File: config.mk
export PLATFORM = sky130hd
export DESIGN_NAME = cmp_loader
export DESIGN_NICKNAME = d
export VERILOG_FILES = /design/src/rtl/cmp_pkg.sv /design/src/rtl/cmp_loader_opnd_shift_reg.sv /design/src/rtl/cmp_loader.sv
export SDC_FILE = /design/constraint.sdc
export NUM_CORES = 2
export LEC_CHECK = 0
export ABC_AREA = 1
export CORE_ASPECT_RATIO = 0.6
export CORE_MARGIN = 1.5
export CORE_UTILIZATION = 25
export DETAILED_ROUTE_END_ITERATION = 16
export HOLD_SLACK_MARGIN = 0.12
export PLACE_DENSITY = 0.57
export SYNTH_ARGS = -nofsm -noshare
export SYNTH_HDL_FRONTEND = slang
export SYNTH_SLANG_ARGS = --single-unit
File: constraint.sdc
create_clock -name clk -period 1.8 [get_ports clk]
set_input_delay 0.27 -clock clk [delete_from_list [all_inputs] [get_ports clk]]
set_output_delay 0.27 -clock clk [all_outputs]
set_load 0.005 [all_outputs]
File: src/rtl/cmp_pkg.sv
// Shared types and constants for the comparator operand loader.
package cmp_pkg;

  typedef enum logic [1:0] {
    ST_IDLE    = 2'd0,
    ST_LOAD_A  = 2'd1,
    ST_LOAD_B  = 2'd2,
    ST_COMPARE = 2'd3
  } cmp_state_e;

  localparam int HASH_WORDS = 8;
  localparam int SIG_WORDS  = 5;
  localparam int CNT_W      = 4;

  localparam logic MODE_SIG  = 1'b0;
  localparam logic MODE_HASH = 1'b1;

endpackage

File: src/rtl/cmp_loader_opnd_shift_reg.sv
// Wide operand register: synchronous clear, word-wide left shift, parallel output.
module opnd_shift_reg #(
  parameter int W      = 256,
  parameter int WORD_W = 32
) (
  input  logic              clk,
  input  logic              rst,
  input  logic              clr,
  input  logic              shift_en,
  input  logic [WORD_W-1:0] shift_in,
  output logic [W-1:0]      q
);

  logic [W-1:0] r_q;

  // New words enter at the LSB end, so the first (most significant) word ends up on top.
  always_ff @(posedge clk) begin
    if (rst || clr) begin
      r_q <= '0;
    end else if (shift_en) begin
      r_q <= {r_q[W-WORD_W-1:0], shift_in};
    end
  end

  assign q = r_q;

endmodule

File: src/rtl/cmp_loader.sv
// Streams operand words into the comparator's wide operand registers and captures equal.
// Optional abort input is enabled by defining CMP_LOADER_ABORT_EN.
module cmp_loader
  import cmp_pkg::*;
#(
  parameter int WORD_W = 32,
  parameter int HASH_W = 256,
  parameter int SIG_W  = 160
) (
  input  logic              clk,
  input  logic              rst,
  input  logic              start,
  input  logic              mode,
  input  logic              in_valid,
  output logic              in_ready,
  input  logic [WORD_W-1:0] in_data,
  output logic              csr,
  output logic [HASH_W-1:0] digest0,
  output logic [HASH_W-1:0] digest1,
  output logic [SIG_W-1:0]  rReg,
  output logic [SIG_W-1:0]  vReg,
  input  logic              equal,
  output logic              busy,
  output logic              done,
  output logic              result,
`ifdef CMP_LOADER_ABORT_EN
  input  logic              abort,
`endif
  output cmp_state_e        dbg_state,
  output logic [CNT_W-1:0]  dbg_cnt
);

  localparam logic [CNT_W-1:0] LAST_HASH = CNT_W'(HASH_W / WORD_W - 1);
  localparam logic [CNT_W-1:0] LAST_SIG  = CNT_W'(SIG_W / WORD_W - 1);

  cmp_state_e       r_state;
  logic [CNT_W-1:0] r_cnt;
  logic             r_csr;
  logic             r_in_ready;
  logic             r_busy;
  logic             r_done;
  logic             r_result;

  logic w_abort;
  logic w_hs;
  logic w_last;
  logic w_clr;
  logic w_is_hash;
  logic w_shift_a;
  logic w_shift_b;

`ifdef CMP_LOADER_ABORT_EN
  assign w_abort = abort && (r_state != ST_IDLE);
`else
  assign w_abort = 1'b0;
`endif

  // Handshake: a word transfers on a rising edge where in_valid && in_ready; in_valid may
  // drop between words, and an abort in the same cycle discards the offered word.
  assign w_hs      = in_valid && r_in_ready && !w_abort;
  assign w_is_hash = (r_csr == MODE_HASH);
  assign w_last    = (r_cnt == (w_is_hash ? LAST_HASH : LAST_SIG));
  assign w_clr     = start && (r_state == ST_IDLE);
  assign w_shift_a = w_hs && (r_state == ST_LOAD_A);
  assign w_shift_b = w_hs && (r_state == ST_LOAD_B);

  always_ff @(posedge clk) begin
    if (rst) begin
      r_state    <= ST_IDLE;
      r_cnt      <= '0;
      r_csr      <= MODE_SIG;
      r_in_ready <= 1'b0;
      r_busy     <= 1'b0;
      r_done     <= 1'b0;
      r_result   <= 1'b0;
    end else begin
      r_done <= 1'b0;
      if (w_abort) begin
        r_state    <= ST_IDLE;
        r_cnt      <= '0;
        r_in_ready <= 1'b0;
        r_busy     <= 1'b0;
      end else begin
        case (r_state)
          ST_IDLE: begin
            if (start) begin
              r_csr      <= mode;
              r_result   <= 1'b0;
              r_cnt      <= '0;
              r_state    <= ST_LOAD_A;
              r_in_ready <= 1'b1;
              r_busy     <= 1'b1;
            end
          end
          ST_LOAD_A: begin
            if (w_hs) begin
              if (w_last) begin
                r_cnt   <= '0;
                r_state <= ST_LOAD_B;
              end else begin
                r_cnt <= r_cnt + CNT_W'(1);
              end
            end
          end
          ST_LOAD_B: begin
            if (w_hs) begin
              if (w_last) begin
                r_cnt      <= '0;
                r_state    <= ST_COMPARE;
                r_in_ready <= 1'b0;
              end else begin
                r_cnt <= r_cnt + CNT_W'(1);
              end
            end
          end
          ST_COMPARE: begin
            r_result <= equal;
            r_done   <= 1'b1;
            r_state  <= ST_IDLE;
            r_busy   <= 1'b0;
          end
          default: begin
            r_state    <= ST_IDLE;
            r_in_ready <= 1'b0;
            r_busy     <= 1'b0;
          end
        endcase
      end
    end
  end

  // Unselected-mode registers never shift, so they stay at the zero written on start.
  opnd_shift_reg #(.W(HASH_W), .WORD_W(WORD_W)) u_digest0 (
    .clk(clk), .rst(rst), .clr(w_clr), .shift_en(w_shift_a && w_is_hash),
    .shift_in(in_data), .q(digest0)
  );

  opnd_shift_reg #(.W(HASH_W), .WORD_W(WORD_W)) u_digest1 (
    .clk(clk), .rst(rst), .clr(w_clr), .shift_en(w_shift_b && w_is_hash),
    .shift_in(in_data), .q(digest1)
  );

  opnd_shift_reg #(.W(SIG_W), .WORD_W(WORD_W)) u_rreg (
    .clk(clk), .rst(rst), .clr(w_clr), .shift_en(w_shift_a && !w_is_hash),
    .shift_in(in_data), .q(rReg)
  );

  opnd_shift_reg #(.W(SIG_W), .WORD_W(WORD_W)) u_vreg (
    .clk(clk), .rst(rst), .clr(w_clr), .shift_en(w_shift_b && !w_is_hash),
    .shift_in(in_data), .q(vReg)
  );

  assign in_ready  = r_in_ready;
  assign csr       = r_csr;
  assign busy      = r_busy;
  assign done      = r_done;
  assign result    = r_result;
  assign dbg_state = r_state;
  assign dbg_cnt   = r_cnt;

  a_ready_in_load: assert property (@(posedge clk) disable iff (rst)
    r_in_ready == ((r_state == ST_LOAD_A) || (r_state == ST_LOAD_B)));

  a_busy_not_idle: assert property (@(posedge clk) disable iff (rst)
    r_busy == (r_state != ST_IDLE));

  a_done_in_idle: assert property (@(posedge clk) disable iff (rst)
    r_done |-> (r_state == ST_IDLE));

  a_cnt_range: assert property (@(posedge clk) disable iff (rst)
    r_cnt <= (w_is_hash ? LAST_HASH : LAST_SIG));

endmodule

==> run metrics <==
Max Cap Viol=0; filler cell count=11900; Slew headroom=49.8%; Async SR Flop Fraction=0%; min-delay worst type=input pin to flop; Clk network pwr share=44.6%; die area=0.118 sq mm; Clk Latency, worst-skew pair=0.67 ns; Die Ht=267 um; hpwl dp=89900 um; Reg clk slew, reported paths=0.07 ns; pre-CTS WS=-0.238 ns; sw frac=26.5%; Synth Net Count=3735; slowest stage cell, crit path=dfxtp_4; Fmax=571 MHz; detailed-route via count=28400; most used flip-flop cell after synthesis=dfxtp_1; Internal=0.0312 W; Routed Antenna Nets=0; cell family with most CP delay=buffers and inverters; Tightest Pin Transition=0.751 ns; crit path cell chain=inv_2 > ha_2 > inv_2 > nor2_4 > nand2_8 > buf_4 > buf_12 > buf_16 > nand2_1 > a21oi_1; Root Buffer=clkbuf_16; WL final=125000 um; post-synthesis cell area=0.0290 sq mm; via/cell ratio=4.52; Initial Util=25.3%; most frequent CP cell=inv_2; RSZ-0062 raised after global routing=yes; num rows=96; reg2reg start=dbg_state[1]; Tcrit/Tclk final=97.3%; cts bufs inserted=86; fraction of layout cells with a size suffix above 1=15.8%; final-report setup violation count=0; Avg WL per Cell=19.9 um; GPL Wtd Cong=0.855; Hold Slack=0.194 ns; io pins=881; run status=finished clean; vias in the first global route=26300; pin count of the biggest net entering global routing=67; Area growth syn-to-layout=53.5%; VDD IR max=0.796 mV; Hold Startpoint=equal; drt pass-1 iters=5; Clock Skew=0.0191 ns; Core Util, Final=38.8%; Nets=4730; Hold Fails Final Rpt=0; clock tree buffer depth=3; initial drt markers=1767; initial antenna violation count=10; Sink Count=843; Max FO, Critical Path=27; commonest non-fill, non-tap cells in the layout=nand2_1 (1679), dlygate4sd2_1 (837), a21oi_1 (818); worst path arrival time=2.30 ns; combinational share of power=11.0%; type of origin of the critical path=flop; CP required=2.35 ns; IO buf count=880; max-slew violations=0; first-pass GRT wire length=176000 um; Core Region=0.115 sq mm; Worst Path Buf+Inv=5; fin crit period=1.75 ns; leakage=18.8 nW; Mapped Avg Cell Area=7.85 sq um; CP startpoint=dbg_state[1]; gr ovfl total=0; sequential-to-total area share from yosys stat=58.2%; crit path capture type=flop; PwrDens=953 mW/mm^2; aggregate global-route resource usage=19.7%; crit-path max cell delay=0.36 ns; Mapped Cells=3692; commonest non-fill, non-tap cell in the layout=nand2_1; Syn. warnings=0; Yosys reg bits=843; die width=443 um; CTS tree=built; count of cell types in the netlist=22; Flop pwr share=44.4%; drt drc=0; H-tree depth=3; EDFF count, synth=0; min setup slack post-route=0.0495 ns; sw power=0.0112 W; Worst Setup Path Type=flop to flop
## state kept, by name, indices dropped and copies added, names as in the netlist
register	count
busy	1
csr	1
dbg_cnt	4
dbg_state	2
done	1
in_ready	1
result	1
u_digest0.q	256
u_digest1.q	256
u_rreg.q	160
u_vreg.q	160
## worst register-to-register path, stage by stage (launching register included)
cell     delay (ns)
dfxtp_4        0.36
inv_2          0.06
ha_2           0.16
inv_2          0.05
nor2_4         0.18
nand2_8        0.12
buf_4          0.18
buf_12         0.16
buf_16         0.20
nand2_1        0.09
a21oi_1        0.07
## cell usage after synthesis (all sizes together) (2+ instances only)
master / n / area [sq um]
a21oi: 839 / 4200
ha: 5 / 62.6
o21ai: 4 / 20.0
inv: 17 / 63.8
dfxtp: 843 / 16900
clkbuf: 59 / 221
nor2: 9 / 48.8
buf: 213 / 1080
nand2: 1695 / 6370
nand3: 2 / 10.0
## stage by stage
step / power (W) / setup TNS (ns) / area [sq um] / std cells
5_1_grt: 0.0440 / -0.765 / 44500 / 6274
2_1_floorplan: 0.0215 / 0 / 29000 / 3692
3_3_place_gp: 0.0238 / -61.28 / 40900 / 6031
4_1_cts: 0.0428 / -0.0217 / 43700 / 6238
3_5_place_dp: 0.0238 / -86.40 / 40900 / 6031
6_report: 0.0424 / 0 / 44500 / 6277
## cell families after synthesis
group                      synth area share (%)
DFF                                        58.2
and+or+nand+nor                            22.2
AOI/OAI and AO/OA                          14.6
xor gates and xnor gates                 0.0604
adders and majority gates                 0.216
buffers and inverters                      4.71
## power groups by stage
stage / logic (W) / clock network [W] / registers (W)
6_report: 0.00467 / 0.0189 / 0.0188
5_1_grt: 0.00502 / 0.0201 / 0.0188
4_1_cts: 0.00456 / 0.0194 / 0.0188
3_5_place_dp: 0.00456 / 0 / 0.0193
3_3_place_gp: 0.00457 / 0 / 0.0193
2_1_floorplan: 0.00222 / 0 / 0.0192
## final timing paths
| kind | to | slack [ns] | cells after the start |
|---|---|---|---|
| worst max-delay path | u_digest0.q[151] | 0.05 | 10 |
| worst min-delay path | result | 0.19 | 3 |
| worst max register to register | u_digest0.q[151] | 0.05 | 10 |
| worst min register to register | u_vreg.q[140] | 0.46 | 2 |
## layout make-up
class                      instances  area (sq um)  area share, %
sequential                       843         17300           38.8
antenna                            4          10.0         0.0225
clock buffer                     122          2490           5.59
timing repair buffer            1179         11300           25.5
clock inverter                    33           453           1.02
multi-input combinational       2560         10900           24.6
tap                             1519          1900           4.27
inverter                          17           118          0.264
## layer usage
layer	track usage (%)	share of wire [%]	vias up
li1	-	-	13900
met4	5.02	2.1	0
met3	5.34	7.1	132
met5	0	0	-
met1	25.0	43	13500
met2	33.0	48	829
## repair_timing
item,in CTS,in global routing
setup buffers,50,21
gates resized for setup,1137,82
hold endpoints to repair,0,0
gates cloned,2,14
pin swaps,2,5
hold buffers,0,0
endpoints found under the setup margin,952,444
No activity file was read; power rests on OpenSTA's default activity.
